$ cat config.mk
export PLATFORM = sky130hd
export DESIGN_NAME = cdr_rx
export DESIGN_NICKNAME = d
export VERILOG_FILES = /design/src/rtl/cdr_rx_pkg.sv /design/src/rtl/cdr_rx_sampler.sv /design/src/rtl/cdr_rx.sv
export SDC_FILE = /design/constraint.sdc
export NUM_CORES = 1
export LEC_CHECK = 0
export CAP_MARGIN = 40
export CORE_MARGIN = 5
export CORE_UTILIZATION = 63
export CTS_CLUSTER_DIAMETER = 50
export DETAILED_ROUTE_END_ITERATION = 7
export DONT_BUFFER_PORTS = 1
export MAX_ROUTING_LAYER = met4
export PLACE_DENSITY_LB_ADDON = 0.2
export SETUP_SLACK_MARGIN = 0.2
export SYNTH_ARGS = -nofsm -noshare
export SYNTH_HDL_FRONTEND = slang
export SYNTH_SLANG_ARGS = --single-unit
$ cat constraint.sdc
create_clock -name clk -period 2.5 [get_ports clk]
set_input_delay 0.25 -clock clk [delete_from_list [all_inputs] [get_ports clk]]
set_output_delay 0.25 -clock clk [all_outputs]
set_load 0.005 [all_outputs]
$ cat src/rtl/cdr_rx_pkg.sv
// Shared types and defaults for the cdr_rx receive front-end.
// Holds the framing FSM state encoding and the 2-of-3 vote helper.
package cdr_rx_pkg;

    typedef enum logic [1:0] {
        S_HUNT = 2'd0,
        S_SFD  = 2'd1,
        S_PHR  = 2'd2,
        S_DATA = 2'd3
    } cdr_state_t;

    localparam logic [7:0] SFD_DEFAULT      = 8'hA7;
    localparam int         OSR_DEFAULT      = 8;
    localparam int         PREAMBLE_DEFAULT = 32;

    function automatic logic majority3(input logic a, input logic b, input logic c);
        return (a & b) | (a & c) | (b & c);
    endfunction

endpackage

$ cat src/rtl/cdr_rx_sampler.sv
// Bit-timing recovery: rx_in synchronizer, edge detect, edge-aligned phase counter
// and a 2-of-3 vote over the three centre samples of each bit.
module cdr_sampler
    import cdr_rx_pkg::*;
#(
    parameter int OSR = OSR_DEFAULT
) (
    input  logic clk,
    input  logic reset_n,
    input  logic rx_en,
    input  logic rx_in,
    output logic bit_valid,
    output logic data_out
);

    localparam int PW = $clog2(OSR);
    localparam logic [PW-1:0] PH_LO   = PW'(OSR / 2 - 1);
    localparam logic [PW-1:0] PH_MID  = PW'(OSR / 2);
    localparam logic [PW-1:0] PH_HI   = PW'(OSR / 2 + 1);
    localparam logic [PW-1:0] PH_LAST = PW'(OSR - 1);

    // [0] metastability stage, [1] synced sample, [2] delayed copy for edge detect
    logic [2:0]    sync_q;
    logic [PW-1:0] phase;
    logic          samp_lo;
    logic          samp_mid;
    logic          edge_det;
    logic          in_window;

    assign edge_det  = sync_q[1] ^ sync_q[2];
    assign in_window = (phase >= PH_LO) && (phase <= PH_HI);

    always_ff @(posedge clk or negedge reset_n) begin
        if (!reset_n) begin
            sync_q    <= '0;
            phase     <= '0;
            samp_lo   <= 1'b0;
            samp_mid  <= 1'b0;
            bit_valid <= 1'b0;
            data_out  <= 1'b0;
        end else begin
            sync_q    <= {sync_q[1:0], rx_in};
            bit_valid <= 1'b0;
            if (!rx_en) begin
                phase    <= '0;
                samp_lo  <= 1'b0;
                samp_mid <= 1'b0;
            end else begin
                // edges inside the sample window are treated as glitches
                if (edge_det && !in_window) begin
                    phase <= '0;
                end else if (phase == PH_LAST) begin
                    phase <= '0;
                end else begin
                    phase <= phase + 1'b1;
                end
                if (phase == PH_LO) begin
                    samp_lo <= sync_q[1];
                end
                if (phase == PH_MID) begin
                    samp_mid <= sync_q[1];
                end
                if (phase == PH_HI) begin
                    bit_valid <= 1'b1;
                    data_out  <= majority3(samp_lo, samp_mid, sync_q[1]);
                end
            end
        end
    end

endmodule

$ cat src/rtl/cdr_rx.sv
// Receive front-end: recovered bits are framed into preamble / SFD / PHR / payload,
// and every completed PHR or payload byte is strobed out to the RX FIFO via en_cdr.
//
// state  | meaning
// HUNT   | counting consecutive zero bits of the preamble
// SFD    | preamble seen, sliding 8-bit window compared against SFD
// PHR    | assembling the length byte
// DATA   | assembling payload bytes until len bytes are done
module cdr_rx
    import cdr_rx_pkg::*;
#(
    parameter int         OSR           = OSR_DEFAULT,
    parameter int         PREAMBLE_BITS = PREAMBLE_DEFAULT,
    parameter logic [7:0] SFD           = SFD_DEFAULT
) (
    input  logic       clk,
    input  logic       reset_n,
    input  logic       rx_en,
    input  logic       rx_in,
    output logic       data_out,
    output logic       bit_valid,
    output logic [7:0] byte_out,
    output logic       en_cdr,
    output logic       sync_lock,
    output logic       frame_done
);

    localparam int ZW = $clog2(PREAMBLE_BITS + 1);

    cdr_state_t    state;
    logic [7:0]    shreg;
    logic [7:0]    window;
    logic [2:0]    bit_cnt;
    logic [ZW-1:0] zero_cnt;
    logic [3:0]    miss_cnt;
    logic [6:0]    len;
    logic [6:0]    byte_cnt;
    logic [7:0]    new_byte;
    logic [7:0]    new_win;
    logic          bit_go;

    cdr_sampler #(
        .OSR (OSR)
    ) u_sampler (
        .clk       (clk),
        .reset_n   (reset_n),
        .rx_en     (rx_en),
        .rx_in     (rx_in),
        .bit_valid (bit_valid),
        .data_out  (data_out)
    );

    assign new_byte = {data_out, shreg[7:1]};
    assign new_win  = {data_out, window[7:1]};
    assign bit_go   = bit_valid & rx_en;

    always_ff @(posedge clk or negedge reset_n) begin
        if (!reset_n) begin
            state      <= S_HUNT;
            shreg      <= '0;
            window     <= '0;
            bit_cnt    <= '0;
            zero_cnt   <= '0;
            miss_cnt   <= '0;
            len        <= '0;
            byte_cnt   <= '0;
            byte_out   <= '0;
            en_cdr     <= 1'b0;
            sync_lock  <= 1'b0;
            frame_done <= 1'b0;
        end else begin
            en_cdr     <= 1'b0;
            frame_done <= 1'b0;
            if (!rx_en) begin
                state     <= S_HUNT;
                shreg     <= '0;
                window    <= '0;
                bit_cnt   <= '0;
                zero_cnt  <= '0;
                miss_cnt  <= '0;
                len       <= '0;
                byte_cnt  <= '0;
                sync_lock <= 1'b0;
            end else if (bit_go) begin
                case (state)
                    S_HUNT: begin
                        if (data_out) begin
                            zero_cnt <= '0;
                        end else if (zero_cnt == ZW'(PREAMBLE_BITS - 1)) begin
                            zero_cnt <= ZW'(PREAMBLE_BITS);
                            window   <= '0;
                            miss_cnt <= '0;
                            state    <= S_SFD;
                        end else begin
                            zero_cnt <= zero_cnt + 1'b1;
                        end
                    end
                    S_SFD: begin
                        window <= new_win;
                        if (new_win == SFD) begin
                            shreg     <= '0;
                            bit_cnt   <= '0;
                            sync_lock <= 1'b1;
                            state     <= S_PHR;
                        end else if (new_win == 8'h00) begin
                            miss_cnt <= '0;
                        end else if (miss_cnt == 4'd7) begin
                            miss_cnt <= '0;
                            zero_cnt <= '0;
                            state    <= S_HUNT;
                        end else begin
                            miss_cnt <= miss_cnt + 1'b1;
                        end
                    end
                    S_PHR, S_DATA: begin
                        shreg   <= new_byte;
                        bit_cnt <= bit_cnt + 1'b1;
                        if (bit_cnt == 3'd7) begin
                            byte_out <= new_byte;
                            en_cdr   <= 1'b1;
                            if (state == S_PHR) begin
                                len      <= new_byte[6:0];
                                byte_cnt <= '0;
                                if (new_byte[6:0] == 7'd0) begin
                                    frame_done <= 1'b1;
                                    sync_lock  <= 1'b0;
                                    zero_cnt   <= '0;
                                    state      <= S_HUNT;
                                end else begin
                                    state <= S_DATA;
                                end
                            end else begin
                                byte_cnt <= byte_cnt + 1'b1;
                                if (byte_cnt + 7'd1 == len) begin
                                    frame_done <= 1'b1;
                                    sync_lock  <= 1'b0;
                                    zero_cnt   <= '0;
                                    state      <= S_HUNT;
                                end
                            end
                        end
                    end
                    default: state <= S_HUNT;
                endcase
            end
        end
    end

endmodule

==> metrics.txt <==
Slowest cell on crit path dfrtp_1; # rows 26; Top delay family on crit path simple AND/OR/NAND/NOR gates; RSZ-0062 raised after global routing true; CP Capture Type register; R2R depth 7; IO Port Bufs 0; CTS clk-pin slew, worst paths 70 ps; Final #Nets 361; WL/cell 16.6 um; Antenna diodes 0; worst vdd ir 482 uV; f_max 448 MHz; status finished, final reports clean; max cap viols 0; RePlAce Congestion 0.913; EDFF count, synth 0; Worst Hold Path EP shreg[6]; Worst Path Max Fanout 7; Syn Inst Count 342; io pins 17; share of cells above drive strength 1 10.6%; CTS root buf clkbuf_8; min cycle time layout 2230 ps; Post-Route WL 6950 um; CTS buffer count 9; Slew @ Worst Pin 431 ps; DRC violations left 0; core footprint 0.00507 sq mm; vias in the first global route 2,486; die area 0.00672 sq mm; Reg area 0.00160 sq mm; CP peak stage delay 440 ps; Max Root-Sink Buffers 2; post-synthesis async set-or-reset flop share 100%; terminus of the critical flop-to-flop path sync_lock; most frequent cells in the layout dfrtp_1 (64), nand2_1 (54), o21ai_0 (46); Reg2Reg Setup Slack 270 ps; relative slew slack 71.3%; Iter 0 DRT Violations 119; setup_tns 0 ps; Setup crit start kind register; hold_sp rx_en; dominant cells by area after synthesis dfrtp_1 (49%), o21ai_0 (7.1%), nand2_1 (6.2%); Die H 82.0 um; syn_nets 356; Via density 6.05; largest net degree at the start of global routing 65; fillers 398; Synth top area share 49.1%; Arrival @ worst endpoint 2470 ps; H-tree depth 3; CTS tree done; P&R area growth vs syn 9.97%; worst skew pair latency 340 ps; CP most frequent cell and3_1; TritonRoute pass-1 iters 4; Hold Crit Depth 2; flops & latches, synth 64; area leader, netlist dfrtp_1; worst hold-check path type in -> reg; post-placement cell area 0.00332 sq mm; CP cell instances ha_1, and3_1, and3_1, xnor2_2, a31oi_2, and4bb_2, o21ai_0; final std cells w/o fill 420; Antenna Nets Post-Route 0; utilization after layout 70.7%; initial antenna violation count 0; Static Leak 1.58 nW; synthesized area 0.00326 sq mm; Multi-input gate area 0.00153 sq mm; # setup viols final 0; number of library cell types mapped by synthesis 54; initial core utilization 64.3%; synthesized area per cell 9.54 sq um; placed cell count 402; YS warnings 0; Slew Viols, Final 0; Final HPWL DP 4710 um; GRT Total Usage 24.1%; Seq/Total Area, Yosys 49.1%; via count 2,540; Top FF cell, synth dfrtp_1; total clock sinks 64; Critical R2R Launch byte_cnt[0]; leading cell type in the layout, fill and taps excluded dfrtp_1; Setup Crit Path Kind reg -> reg; period utilization 89.2%; Pwr Density 597 mW/mm^2; Buf/Inv on CP 0; CP required 2740 ps; Design Area, Final 0.00359 sq mm; final hold vios 0; total power 2.14 mW; die width 82.0 um; grt ovf 0; first-pass GRT wire length 11,900 um; skew final 9.43 ps
cells in the mapped netlist (all sizes together) (3+ instances only):
library cell and count:
mux2 3, xnor2 5, a21o 3, nand4 12
inv 17, nand3 12, a21oi 12, nand2b 4
nor3 7, o21ai 46, and2 4, clkbuf 12
nand2 54, a31oi 4, buf 5, and3 5
dfrtp 64, ha 10, o31ai 12, xor2 5
nor2 14
sequential cells by signal, summed over array words and instances (netlist names), 2 cells and up:
signal / flops
byte_out: 8
byte_cnt: 7
len: 7
shreg: 7
window: 7
zero_cnt: 6
miss_cnt: 4
bit_cnt: 3
u_sampler.phase: 3
u_sampler.sync_q: 3
state: 2
repair_timing:
action                                  CTS  global route
endpoints found under the hold margin    65             0
hold buffers                              3             0
gates resized for setup                   0             3
endpoints found under the setup margin    0             4
buffers inserted                          0             1
cell type report:
class	count	share of cell area, %
Sequential cell	64	44.6
Tap cell	70	2.44
Inverter	18	1.88
Multi-Input combinational cell	243	42.6
Timing Repair Buffer	11	3.00
Clock inverter	3	1.19
Clock buffer	11	4.22
worst max-delay path by stage:
stage	from	endpoint	slack, ps	depth (start not counted)
4_1_cts	byte_cnt[0]	sync_lock	210	7
3_3_place_gp	shreg[3]	zero_cnt[0]	360	6
5_1_grt	byte_cnt[0]	sync_lock	120	7
2_1_floorplan	byte_cnt[0]	zero_cnt[0]	440	6
6_report	byte_cnt[0]	sync_lock	270	7
3_5_place_dp	byte_cnt[0]	zero_cnt[0]	320	7
layer usage:
metal	vias to the layer above	GRT usage, %	routed length (um)
met5	-	-	0
met4	0	8.47	114
met3	10	7.13	356
met2	57	35.9	3330
met1	1251	31.3	3150
li1	1222	-	-
through the flow:
step	setup WS, ps	hold WS (ps)
floorplan	442	-45.6
global placement	365	-43.9
detailed placement	321	-44.0
CTS	215	65.0
global route	121	89.0
finish	269	76.9
worst register-to-register path, stage by stage (launching register included):
cell and delay (ps):
dfrtp_1 440, ha_1 300, and3_1 210, and3_1 230, xnor2_2 180, a31oi_2 320
and4bb_2 270, o21ai_0 170
kinds of logic (layout without fill, tap and decap cells):
group	after synthesis	in the layout	synth area share (%)
buffers and inverters	35	43	4.56
adders and majority gates	11	11	4.14
muxes	5	5	1.65
AOI/OAI and AO/OA	89	89	17.4
xor gates and xnor gates	10	10	2.91
DFF	64	64	49.1
and+or+nand+nor	128	128	20.3
power by group:
group / total (mW) / leakage, nW / switching (mW) / internal (mW)
combinational: 0.167 / 0.596 / 0.102 / 0.0643
sequential: 1.10 / 0.883 / 0.0381 / 1.07
clock: 0.871 / 0.0973 / 0.369 / 0.502
total: 2.14 / 1.58 / 0.510 / 1.63
Note: power is estimated with default switching activity, not from simulation.
